===== config.mk =====
export PLATFORM = sky130hd
export DESIGN_NAME = car_exit_gate
export DESIGN_NICKNAME = d
export VERILOG_FILES = /design/src/rtl/car_park_pkg.sv /design/src/rtl/car_occupancy_counter.sv /design/src/rtl/car_exit_gate.sv
export SDC_FILE = /design/constraint.sdc
export NUM_CORES = 1
export LEC_CHECK = 0
export ABC_AREA = 0
export BUFFER_PORTS_ARGS = -buffer_cell sky130_fd_sc_hd__clkbuf_2
export CORE_MARGIN = 5
export CORE_UTILIZATION = 50
export CTS_BUF_LIST = sky130_fd_sc_hd__clkbuf_8
export DETAILED_ROUTE_END_ITERATION = 8
export PLACE_DENSITY = 0.74
export REMOVE_ABC_BUFFERS = 1
export SKIP_LAST_GASP = 1
export SYNTH_ARGS = -nofsm -noshare
export SYNTH_HDL_FRONTEND = slang
export SYNTH_SLANG_ARGS = --single-unit

===== constraint.sdc =====
create_clock -name clk -period 3.02 [get_ports clk]
set_input_delay 0.151 -clock clk [delete_from_list [all_inputs] [get_ports clk]]
set_output_delay 0.151 -clock clk [all_outputs]
set_load 0.005 [all_outputs]

===== src/rtl/car_park_pkg.sv =====
// rtl/car_park_pkg.sv - shared state encodings and defaults for the car-park gate controllers
package car_park_pkg;

    // 3-bit encoding shared with the entry-side controller
    typedef enum logic [2:0] {
        ST_IDLE        = 3'd0,
        ST_WAIT_TICKET = 3'd1,
        ST_BAD_TICKET  = 3'd2,
        ST_OPEN        = 3'd3
    } gate_state_t;

    localparam int         DEFAULT_CAPACITY    = 8;
    localparam int         DEFAULT_CNT_W       = 4;
    localparam logic [1:0] DEFAULT_EXIT_CODE   = 2'b10;
    localparam int         DEFAULT_TICKET_WAIT = 16;

endpackage


===== src/rtl/car_occupancy_counter.sv =====
// rtl/car_occupancy_counter.sv - saturating lot occupancy counter with over/underflow flagging
import car_park_pkg::*;

module car_occupancy_counter #(
    parameter int CAPACITY = DEFAULT_CAPACITY,
    parameter int CNT_W    = DEFAULT_CNT_W
) (
    input  logic             clk,
    input  logic             reset,
    input  logic             inc,
    input  logic             dec,
    output logic [CNT_W-1:0] count,
    output logic             full,
    output logic             empty,
    output logic             err
);

    assign full  = (count == CNT_W'(CAPACITY));
    assign empty = (count == '0);

    // A simultaneous inc and dec cancel: no change and no error even when full
    always_ff @(posedge clk or posedge reset) begin
        if (reset) begin
            count <= '0;
            err   <= 1'b0;
        end else begin
            err <= inc & ~dec & full;
            if (inc & ~dec & ~full) begin
                count <= count + CNT_W'(1);
            end else if (dec & ~inc & ~empty) begin
                count <= count - CNT_W'(1);
            end
        end
    end

endmodule


===== src/rtl/car_exit_gate.sv =====
// rtl/car_exit_gate.sv - exit barrier controller: ticket check, barrier/LED drive, occupancy tracking
import car_park_pkg::*;

module car_exit_gate #(
    parameter int         CAPACITY    = DEFAULT_CAPACITY,
    parameter int         CNT_W       = DEFAULT_CNT_W,
    parameter logic [1:0] EXIT_CODE   = DEFAULT_EXIT_CODE,
    parameter int         TICKET_WAIT = DEFAULT_TICKET_WAIT
) (
    input  logic             clk,
    input  logic             reset,
    input  logic             entry_grant,
    input  logic             exit_sensor,
    input  logic             exit_clear,
    input  logic             ticket_valid,
    input  logic [1:0]       ticket_code,
    output logic             GATE_OPEN,
    output logic             GREEN_LED,
    output logic             RED_LED,
    output logic [CNT_W-1:0] occupancy,
    output logic             lot_full,
    output logic             lot_empty,
    output logic             err_pulse
);

    localparam int WAIT_W = (TICKET_WAIT > 1) ? $clog2(TICKET_WAIT) : 1;

    gate_state_t       state, state_next;
    logic [WAIT_W-1:0] wait_cnt;
    logic              blink;
    logic              exit_done;
    logic              empty_err;
    logic              cnt_err;

    assign exit_done = (state == ST_OPEN) & exit_clear;
    assign err_pulse = cnt_err | empty_err;

    car_occupancy_counter #(
        .CAPACITY (CAPACITY),
        .CNT_W    (CNT_W)
    ) u_occupancy (
        .clk   (clk),
        .reset (reset),
        .inc   (entry_grant),
        .dec   (exit_done),
        .count (occupancy),
        .full  (lot_full),
        .empty (lot_empty),
        .err   (cnt_err)
    );

    always_ff @(posedge clk or posedge reset) begin
        if (reset) begin
            state <= ST_IDLE;
        end else begin
            state <= state_next;
        end
    end

    always_comb begin
        state_next = state;
        case (state)
            ST_IDLE: begin
                if (exit_sensor & ~lot_empty) state_next = ST_WAIT_TICKET;
            end
            ST_WAIT_TICKET: begin
                // ticket beats the car backing off, which beats the timeout
                if (ticket_valid) begin
                    state_next = (ticket_code == EXIT_CODE) ? ST_OPEN : ST_BAD_TICKET;
                end else if (!exit_sensor) begin
                    state_next = ST_IDLE;
                end else if (wait_cnt == WAIT_W'(TICKET_WAIT - 1)) begin
                    state_next = ST_IDLE;
                end
            end
            ST_BAD_TICKET: begin
                if (ticket_valid && (ticket_code == EXIT_CODE)) begin
                    state_next = ST_OPEN;
                end else if (!exit_sensor) begin
                    state_next = ST_IDLE;
                end
            end
            ST_OPEN: begin
                if (exit_clear) state_next = ST_IDLE;
            end
            default: state_next = ST_IDLE;
        endcase
    end

    always_ff @(posedge clk or posedge reset) begin
        if (reset) begin
            wait_cnt <= '0;
        end else if (state == ST_WAIT_TICKET) begin
            wait_cnt <= wait_cnt + WAIT_W'(1);
        end else begin
            wait_cnt <= '0;
        end
    end

    // Indicators lag the state by one cycle; blink restarts so RED begins high in BAD_TICKET
    always_ff @(posedge clk or posedge reset) begin
        if (reset) begin
            GATE_OPEN <= 1'b0;
            GREEN_LED <= 1'b0;
            RED_LED   <= 1'b0;
            blink     <= 1'b0;
            empty_err <= 1'b0;
        end else begin
            GATE_OPEN <= (state == ST_OPEN);
            GREEN_LED <= (state == ST_OPEN);
            RED_LED   <= (state == ST_WAIT_TICKET) | ((state == ST_BAD_TICKET) & ~blink);
            blink     <= (state == ST_BAD_TICKET) ? ~blink : 1'b0;
            empty_err <= (state == ST_IDLE) & exit_sensor & lot_empty;
        end
    end

endmodule


* Yosys cells after proc, flatten, opt, wreduce, memory -nomap -nowiden *
Index checks and enable logic that the tools add are counted.

operators by class
  $add $sub $neg = 3
  eq/ne operators = 10
  multiplexer cells = 13
  bitwise gates (word level) = 17
  reductions and logical operators = 5

operators with widths
  cell                                                 count
  2-to-1 mux 3 bit                                     7
  2-to-1 mux 4 bit                                     3
  one-hot mux 3 bit (4 select lines)                   1
  AND 1 bit                                            10
  adder 4 x 1 -> 4 bit, second input constant          2
  equality test 4 bit, second input constant           2
  equality test 3 x 2 -> 1 bit, second input constant  2
  inverter 1 bit                                       5
  zero test 4 bit                                      1
  != test 2 bit, second input constant                 2
  != test 4 bit, second input constant                 1
  AND reduction 4 bit                                  1
  subtractor 4 x 1 -> 4 bit, second input constant     1
  equality test 3 x 1 -> 1 bit, second input constant  1
  zero test 3 bit                                      1
  != test 3 bit, second input constant                 1
  equality test 2 bit, second input constant           1
  2-to-1 mux 1 bit                                     2
  bitwise OR 1 bit                                     2
  nonzero test 2 bit                                   1
  logical AND 1 bit                                    1

word-level totals
  flip-flop bits (word level) = 16
  input port bits = 8
  output and inout port bits = 10
  logic and storage cells = 56

* Depth between registers and ports, before layout *
Gate-level depths: netlist of run 1.

  depth in word-level cells = 6
  mapped depth = 7
  depth with buffers taken out = 7

* Modules after synthesis *
From an unflattened synthesis of run 1, not the netlist that was laid out.

unflattened totals
  cells, all modules = 74
  area, all modules = 817.0 sq um

modules (own cells, without submodules)
  module                 instances  cells each  area each (sq um)  seq. area each (sq um)
  car_exit_gate          1          45          476.7              250.2
  car_occupancy_counter  1          29          340.3              125.1

* Worst setup path after synthesis of run 1 *
Ideal clock, no wire load.

  path type = reg-to-reg
  from = reg u_occupancy.count[0]
  to = reg u_occupancy.count[3]
  library setup time = 138 ps
  arrival time = 2017 ps
  path slack = 865 ps
  stages on the path, launching flop included = 7
  path buffers = 0
  cell sequence = dfrtp_1 -> or4b_1 -> nand2_1 -> ha_1 -> a21o_1 -> a21oi_1 -> mux4_2

between the ends
  word-level cells in the longest chain between the ends = 4
  elaborated cells on any way between the ends = 11

ends and longest elaborated chain
  item                                                                               line                         text
  start: declaration                                                                 car_occupancy_counter.sv:12  output logic [CNT_W-1:0] count,
  start signal: assignment                                                           car_occupancy_counter.sv:29  count <= count + CNT_W'(1);
  start signal: assignment                                                           car_occupancy_counter.sv:31  count <= count - CNT_W'(1);
  parallel branches: the longest is 4 deep, another holds subtractor 4 x 1 -> 4 bit  -

Several ways; the timed one is not identified. The select of a mux whose other input is x is not followed.
A chain may end at the register's enable or synchronous reset.

* Final worst setup path of run 1 *
Same ends and word-level chain as after synthesis.

==> results.md, run 1 <==
* Area growth syn-to-layout at 16.8%
* Setup crit end kind: register
* Finished Layout Cells at 112
* Final nets at 109
* Leading area contributor after synthesis: dfrtp_1
* Post-DP Area at a little under 900 µm²
* Final Core Density at 62.1%
* Clk slew on worst S/H paths at 0.06 ns
* Fin crit period at 2.30 ns
* Worst Setup Start Kind: register
* Vias in the first global route at 595
* Final hold vios at 0
* Internal power at 548 µW
* DP Wirelength at 1.17 mm
* Final setup fails at 0
* Synth top area share at 46.4%
* Leak at 0.481 nW
* Power share of the clock group at between 10% and 20%
* Area occupied by multi-input gates at 392 µm²
* Sinks on Clock Net at 15
* Die W at approximately 50 µm
* PortBufs at 17
* Yosys warns at 0
* Cts bufs inserted at 3
* Final Routed Wirelength at 1.58 mm
* Worst-Skew Late Latency at 0.24 ns
* # diodes at 0
* Synthesized area per cell at 10.4 µm²
* Rel. slew slack at 61.2%
* IR drop worst, VDD at 0.467 mV
* TNS Setup at 0 ns
* Die height at 50.2 µm
* First-pass GRT wire length at 2.63 mm
* Sequential cell area at 375 µm²
* Skew final at 0.00360 ns
* Outcome: completed
* Initial Util at a little over half
* Net Switching at between 300 and 400 µW
* Slew of the pin with the lowest slew margin at 0.581 ns
* Largest net degree at the start of global routing at 16
* RSZ-0062 raised after global routing: no
* Clk root buf: clkbuf_8
* Max-cap check violation count at 0
* Post-synth cell types at 33
* Via count at 631
* #FFs+latches synth at 15
* Sw frac at 38.4%
* Final instance area at ~950 µm²
* Core area at ~1500 µm²
* GRT Residual Overflow at 0
* Critical path class: register to register
* Setup Buffers After CTS at 0
* Routed Antenna Nets at 0
* Gp weighted congestion at 0.851
* Top cells by area, synth: dfrtp_1 46%, ha_1 4.6%, o21ai_0 3.1%, a211oi_1 2.8%, mux4_2 2.8%
* Inst Count DP at 107
* HP Class: primary input to register
* Maximum root-to-sink buffer count at 2
* GRT Util Overall at 13.1%
* Antenna violations before repair at 0
* Seq pwr share at 42.7%
* Share of layout cells above drive strength 1 at 26.0%
* Final slew viol count at 0
* DRC Markers at 0
* Drt first pass iters at 4
* Achievable frequency at 434 MHz
* Num ports at 18
* Arrival time at the worst endpoint at 2.42 ns
* Final period utilization at 76.2%
* CTS tree: built
* Seq/Total Area, Yosys at approximately 46%
* Row count at 14
* Initial DRC Count at 9
* Syn Inst Count at 78
* H-tree Lvls at 1
* Mapped Area at slightly above 800 µm²
* Comb power frac at 40.0%
* CP required at 3.13 ns
* Fillers at 127
* Drt wl/cell at about 14 µm
* Pwr/cell area at ~940 nW/µm²
* DR vias/cell at 5.63
* Crit-path max FO at 8
* Die area at 2520 µm²
path summary, 6_finish.rpt:
| path | cells past startpoint | start | end | slack, ns |
|---|---|---|---|---|
| setup / recovery | 6 | u_occupancy.count[0] | u_occupancy.count[3] | 0.72 |
| hold / removal | 3 | exit_sensor | empty_err | 0.19 |
| setup reg to reg | 6 | u_occupancy.count[0] | u_occupancy.count[3] | 0.72 |
| hold reg to reg | 1 | blink | blink | 0.41 |
| max in group asynchronous | 3 | reset | wait_cnt[3] | 2.14 |
| min in group asynchronous | 3 | reset | u_occupancy.count[3] | 0.50 |
metal layers:
metal	GRT usage, %	share of wire, %	vias up
li1	-	-	313
met1	17.2	46	305
met2	21.1	49	13
met3	4.44	5.4	0
met4	2.62	0	0
met5	0	0	-
through the flow:
stage          power [mW]  hold WS [ns]  setup slack [ns]
3_5_place_dp        0.736         0.220             0.728
3_3_place_gp        0.721         0.206             0.820
6_report            0.888         0.190             0.718
4_1_cts             0.897         0.181             0.727
2_1_floorplan       0.605        0.0525             0.865
5_1_grt             0.970         0.208             0.613
state kept, by name (all words and copies together), names as in the netlist:
register / cells
GREEN_LED: 1
blink: 1
empty_err: 1
state: 2
u_occupancy.err: 1
u_occupancy.count: 4
wait_cnt: 4
RED_LED: 1
critical path, stage by stage, from the launching register on:
cell and delay (ns):
dfrtp_1 0.47, or4b_1 0.65, nand2_1 0.17, ha_1 0.25, a21o_1 0.17, a21oi_1 0.16, mux4_2 0.30
logic make-up after synthesis:
family / after synthesis / synth area share, %
fa+ha+maj: 4 / 7.11
buf+inv: 9 / 5.25
flops: 15 / 46.4
simple gates: 26 / 18.7
mux: 1 / 2.78
compound gates: 19 / 15.5
xor+xnor: 4 / 4.33
power by group through the flow:
stage          sequential, mW  clock (mW)  combinational [mW]
2_1_floorplan           0.365           0               0.240
3_3_place_gp            0.376           0               0.345
3_5_place_dp            0.381           0               0.355
4_1_cts                 0.379       0.159               0.359
5_1_grt                 0.398       0.171               0.401
6_report                0.379       0.154               0.355
cell type report:
cell class | count | share of cell area [%]
tap | 16 | 2.12
clock buffer | 3 | 4.37
clock inverter | 1 | 0.397
inverter | 5 | 1.98
multi-input combinational | 54 | 41.4
sequential | 15 | 39.7
timing repair buffer | 18 | 10.1
cell usage in the layout, fill, tap and decap left out, types with 2 or more instances in the layout:
cell type | netlist | layout
inv_1 | 4 | 5
and2_1 | 3 | 3
nor3_1 | 4 | 4
xor2_1 | 2 | 2
a211oi_1 | 3 | 3
nand2b_1 | 2 | 2
o21ai_0 | 5 | 5
a21o_1 | 2 | 2
ha_1 | 3 | 3
clkbuf_2 | 0 | 17
nand2_1 | 3 | 3
a21oi_1 | 3 | 3
dfrtp_1 | 15 | 15
nor2_1 | 5 | 5
clkbuf_8 | 0 | 3
and3_1 | 2 | 2
xnor2_1 | 2 | 2
o211ai_1 | 2 | 2
timing repair:
action	in CTS	in global routing
hold buffers	1	0
gates resized for setup	0	0
hold endpoints to repair	15	0
synthesized netlist by cell type, drive strengths merged:
cell,instances
o211ai,2
xor2,2
dfrtp,15
o21a,1
or4,1
a311oi,1
clkbuf,1
a211oi,3
nand2b,2
a221oi,1
or4b,1
nand2,3
o31ai,1
fa,1
or2,1
nand3,2
buf,3
and2,3
mux4,1
ha,3
and3,2
inv,5
a21o,2
o21ai,5
xnor2,2
nor3,4
a21oi,3
and3b,1
nor4,1
nor2,5
Power figures use the tool's default switching activity.
==> run 2, diff against run 1 <==
Settings changed: ABC_AREA 0 to 1, PLACE_DENSITY 0.74 to 0.73.
Clock period 3.02 ns to 2.4 ns, I/O delays scaled along.
==> results.md, run 2 <==
* Outcome: completed
* Synthesized area per cell at 8.59 µm²
* Vias in the first global route at 646
* Critical path class: register to register
* Syn Inst Count at 102
* Post-synth cell types at 25
* DRC Markers at 0
* Final setup fails at 0
* Post-synth top cells: 18 x nand2_1, 16 x inv_1, 15 x dfrtp_1
* Share of layout cells above drive strength 1 at about 30%
* Synth Area in Compound Gates at around 5.1%
* GRT Util Overall at 13.1%
* Wire length on met2 at slightly below 800 µm
* Num ports at 18
* Mapped Area at 876 µm²
* Hold_ws at roughly 0.13 ns
* M1 WL at 677 µm
* Leak at 0.587 nW
* Most frequent cell after synthesis: nand2_1
* Final slew viol count at 0
* Largest net degree at the start of global routing at 16
* Setup crit end kind: register
* Final nets at 136
* Achievable frequency at 537 MHz
* Post_cts resized at 0
* Final period utilization at around 78%
* DR vias/cell at 4.78
* Largest family of logic cells by synthesized area: simple AND/OR/NAND/NOR gates
* Async set-or-reset flop fraction in the synthesized netlist at 100%
* Initial DRC Count at 13
* Final hold vios at 0
* Main flop type after synthesis: dfrtp_1
* Post-synthesis mux area share at 0%
* Routed Antenna Nets at 0
* Die height at 51.9 µm
* Crit-path max FO at 5
* Arrival time at the worst endpoint at 2.00 ns
* H-tree Lvls at 1
* Drt first pass iters at 4
* PortBufs at 17
* CTS tree: built
* DP Wirelength at 1.26 mm
* Die W at roughly 52 µm
* Core area at about 1700 µm²
* Max-cap check violation count at 0
* Initial Util at 51.9%
* Via count at between 600 and 700
* Rel. slew slack at between 60% and 70%
* Top flop regs: u_occupancy.count x4, wait_cnt x4, state x2
* Tot Pwr at 1.19 mW
* Skew final at ~0.0021 ns
* Synth Area in Adders at 6.57%
* Synth top area share at between 40 and 50%
* Seq/Total Area, Yosys at between 40% and 50%
* Pwr/cell area at around 1200 nW/µm²
* Top cells by area, synth: dfrtp_1 43%, nand2_1 7.7%, inv_1 6.9%, nor2_1 5.6%, ha_1 4.3%
* Drt wl/cell at 10.9 µm
* TNS Setup at 0 ns
* Yosys warns at 0
* Most frequent cells in the layout: 18 x nand2_1, 17 x clkbuf_2, 16 x inv_1
* Slew of the pin with the lowest slew margin at 0.564 ns
* RSZ-0062 raised after global routing: no
* Gp weighted congestion at 0.836
* Maximum root-to-sink buffer count at 2
* Post-synth EDFFs at 0
* Worst Setup Start Kind: register
* Fillers at 161
* IR drop worst, VDD at 0.586 mV
* Leading area contributor after synthesis: dfrtp_1
* Worst-Skew Late Latency at roughly 0.24 ns
* Area occupied by multi-input gates at 429 µm²
* Cts bufs inserted at 3
* Area growth syn-to-layout at 17.7%
* Fin crit period at 1.86 ns
* Simple-gate share of the synthesized area at around a third
* First-pass GRT wire length at 2.66 mm
* Top routing layer used: met3
* R2r setup slk at 0.54 ns
* HP Class: primary input to register
* Xor and xnor area share after synthesis at around 3.9%
* # diodes at 0
* Sequential cell area at 375 µm²
* Met3 wire len at 63 µm
* Die area at 2690 µm²
* CP required at 2.54 ns
* #FFs+latches synth at 15
* Clk slew on worst S/H paths at about 0.060 ns
* Antenna violations before repair at 0
* GRT Residual Overflow at 0
* Clk root buf: clkbuf_8
* Most common cell after layout, fill and taps aside: nand2_1
* Sinks on Clock Net at 15
* Row count at 15
* Final Routed Wirelength at 1.53 mm
==> run 2: cell types whose count changed after synthesis, sizes merged, moves of 3 or more <==
cell    delta
and2       -3
inv       +12
nor3       -3
nand2     +19
nand3      +9
nor2      +12
a211oi     -3
==> run 2: layout make-up <==
type,instances,share of cell area [%]
Inverter,17,6.19
Timing Repair Buffer,18,9.22
Sequential cell,15,36.4
Tap cell,17,2.06
Clock inverter,1,0.485
Clock buffer,3,4.00
Multi-Input combinational cell,69,41.6
==> run 2: path summary, 6_finish.rpt <==
check                           depth (start not counted)                 start                    to
max in group asynchronous                               3                 reset  u_occupancy.count[3]
worst min register to register                          1                 blink                 blink
worst min-delay path                                    3          ticket_valid              state[1]
worst max register to register                         12  u_occupancy.count[0]  u_occupancy.count[3]
min in group asynchronous                               3                 reset           wait_cnt[3]
worst max-delay path                                   12  u_occupancy.count[0]  u_occupancy.count[3]
==> run 2: kinds of logic (layout without fill, tap and decap cells) <==
logic type      Yosys count  after routing
compound gates            8              8
fa+ha+maj                 4              4
flops                    15             15
buf+inv                  18             39
simple gates             54             54
xor+xnor                  3              3
==> run 2: stage by stage <==
| step | util [%] | cells | setup WS (ns) | instance area (µm²) |
|---|---|---|---|---|
| global placement | 57.7 | 135 | 0.604 | 975 |
| CTS | 61.0 | 140 | 0.514 | 1030 |
| detailed placement | 57.7 | 135 | 0.528 | 975 |
| finish | 61.0 | 140 | 0.538 | 1030 |
| global route | 61.0 | 140 | 0.341 | 1030 |
| floorplan | - | 101 | 0.670 | 868 |
==> run 2: critical path, stage by stage, from the launching register on <==
cell and delay (ns):
dfrtp_1 0.48, nor2_4 0.20, nand3_2 0.10, nand3_2 0.15, ha_1 0.29, nand2_1 0.08
nand2_1 0.04, nor2_1 0.15, inv_1 0.05, nand2_1 0.08, nand2_1 0.05, nand2_1 0.05
nand2_1 0.04
==> run 2: routing by layer <==
metal / GRT usage [%] / up-vias
li1: - / 355
met3: 2.58 / 0
met1: 16.7 / 302
met2: 22.8 / 12
met4: 2.62 / 0
met5: 0 / -
==> run 2: power by group <==
| part | switching [mW] | total (mW) | internal [mW] |
|---|---|---|---|
| Sequential | 0.112 | 0.455 | 0.343 |
| Combinational | 0.307 | 0.535 | 0.228 |
| Clock | 0.0876 | 0.202 | 0.115 |
==> run 2: what timing repair did <==
item,CTS,global route
hold buffers,1,0
endpoints found under the hold margin,15,0
buffers inserted,0,0
==> run 3, diff against run 2 <==
Clock period 2.4 ns to 1.9 ns, I/O delays scaled along.
==> results.md, run 3 (synthesis results as in run 2) <==
* DP Wirelength at 1.19 mm
* Final nets at ~140
* Initial Util at 51.9%
* Outcome: completed
* Vias in the first global route at ~660
* Gp weighted congestion at roughly 0.77
* Slew of the pin with the lowest slew margin at around 0.56 ns
* Inst Count DP at 136
* Maximum root-to-sink buffer count at 2
* Skew final at 0.00348 ns
* First-pass GRT wire length at 2.68 mm
* Final period utilization at 90.3%
* Sinks on Clock Net at 15
* Critical path class: register to register
* Final worst-path setup slack at 0.184 ns
* Area growth syn-to-layout at 25.3%
* Achievable frequency at a little under 600 MHz
* DR vias/cell at 4.76
* Fin crit period at ~1.7 ns
* CP required at about 2.0 ns
* Top flop regs: u_occupancy.count x4, wait_cnt x4, state x2
* H-tree Lvls at 1
* # diodes at 0
* Via count at 700
* Wire length on met2 at between 700 and 800 µm
* Final Routed Wirelength at 1.58 mm
* Final slew viol count at 0
* Clk root buf: clkbuf_8
* Initial DRC Count at 7
* Final hold vios at 0
* Fillers at 136
* Final setup fails at 0
* Largest net degree at the start of global routing at 16
* GRT Residual Overflow at 0
* IR drop worst, VDD at around 0.76 mV
* Dpl ws at 0.0704 ns
* Arrival time at the worst endpoint at roughly 1.9 ns
* Routed Antenna Nets at 0
* Setup crit end kind: register
* Clk slew on worst S/H paths at 0.07 ns
* RSZ-0062 raised after global routing: no
* Share of layout cells above drive strength 1 at 34.6%
* Die W at 51.9 µm
* Num ports at 18
* Worst Setup Start Kind: register
* Row count at 15
* Finished Layout Cells at 147
* TNS Setup at 0 ns
* Worst-Skew Late Latency at 0.25 ns
* Leak at 0.618 nW
* Drt first pass iters at 4
* Tot Pwr at 1.63 mW
* GRT Util Overall at approximately an eighth
* HP Class: primary input to register
* Die area at 2690 µm²
* Core area at 1690 µm²
* Met3 wire len at roughly 65 µm
* CTS tree: built
* Die height at 51.9 µm
* Cts bufs inserted at 3
* Pwr/cell area at 1480 nW/µm²
* Rel. slew slack at 62.8%
* DRC Markers at 0
* Most common cell after layout, fill and taps aside: nand2_1
* Max-cap check violation count at 0
* Most frequent cells in the layout: 18 x nand2_1, 17 x clkbuf_2, 16 x inv_1
* Drt wl/cell at 10.7 µm
* Top routing layer used: met3
* PortBufs at 17
* Crit-path max FO at 5
* Antenna violations before repair at 0
* M1 WL at approximately 760 µm
[run 3: changes by cell type in the layout (fill, tap and decap cells not counted), sizes merged]
cell / delta
buf: +7
clkinv: -1
clkinvlp: +1
[run 3: metal layers]
| metal | global-route usage [%] | vias to the layer above |
|---|---|---|
| met5 | 0 | - |
| met1 | 17.2 | 312 |
| li1 | - | 375 |
| met4 | 2.62 | 0 |
| met3 | 2.87 | 0 |
| met2 | 21.3 | 13 |
[run 3: path summary, 6_finish.rpt]
path / start / end / slack (ns) / depth (start not counted)
min in group asynchronous: reset / wait_cnt[3] / 0.42 / 3
max in group asynchronous: reset / u_occupancy.count[1] / 1.08 / 3
worst min-delay path: ticket_valid / state[1] / 0.10 / 3
worst max-delay path: u_occupancy.count[1] / u_occupancy.count[3] / 0.18 / 12
worst min register to register: blink / blink / 0.43 / 1
worst max register to register: u_occupancy.count[1] / u_occupancy.count[3] / 0.18 / 12
[run 3: critical path: stages, from the launching register on]
cell and delay (ns):
dfrtp_2 0.44, nor2_4 0.15, nand3_2 0.11, nand3_4 0.11, ha_1 0.28, nand2_1 0.09, nand2_1 0.06, nor2_2 0.12
inv_1 0.05, nand2_1 0.07, nand2_1 0.05, nand2_1 0.05, nand2_1 0.04
[run 3: what timing repair did]
item,in CTS,in global routing
endpoints found under the hold margin,15,0
hold buffers,1,0
resized for setup,0,3
setup endpoints to repair,0,1
setup buffers,0,6
[run 3: cell type report]
type                            count  area (µm²)  area share (%)
Inverter                           17        63.8            5.82
Tap cell                           17        21.3            1.94
Sequential cell                    15         377            34.3
Clock inverter                      1        7.51           0.684
Multi-Input combinational cell     69         439            40.0
Clock buffer                        3        41.3            3.76
Timing Repair Buffer               25         148            13.5
[run 3: power breakdown]
group | total [mW] | switching, mW | internal (mW) | leakage (nW)
clock | 0.264 | 0.117 | 0.147 | 0.0217
sequential | 0.553 | 0.118 | 0.435 | 0.193
combinational | 0.811 | 0.438 | 0.373 | 0.403
total | 1.63 | 0.673 | 0.955 | 0.618
[run 3: stage by stage]
stage	util, %	instance area, µm²	hold WS (ns)
final	65.0	1100	0.101
after global routing	65.0	1100	0.115
after CTS	61.6	1040	0.0958
after detailed placement	58.1	982	0.166
after global placement	58.1	982	0.159
after floorplan	-	868	-0.00352
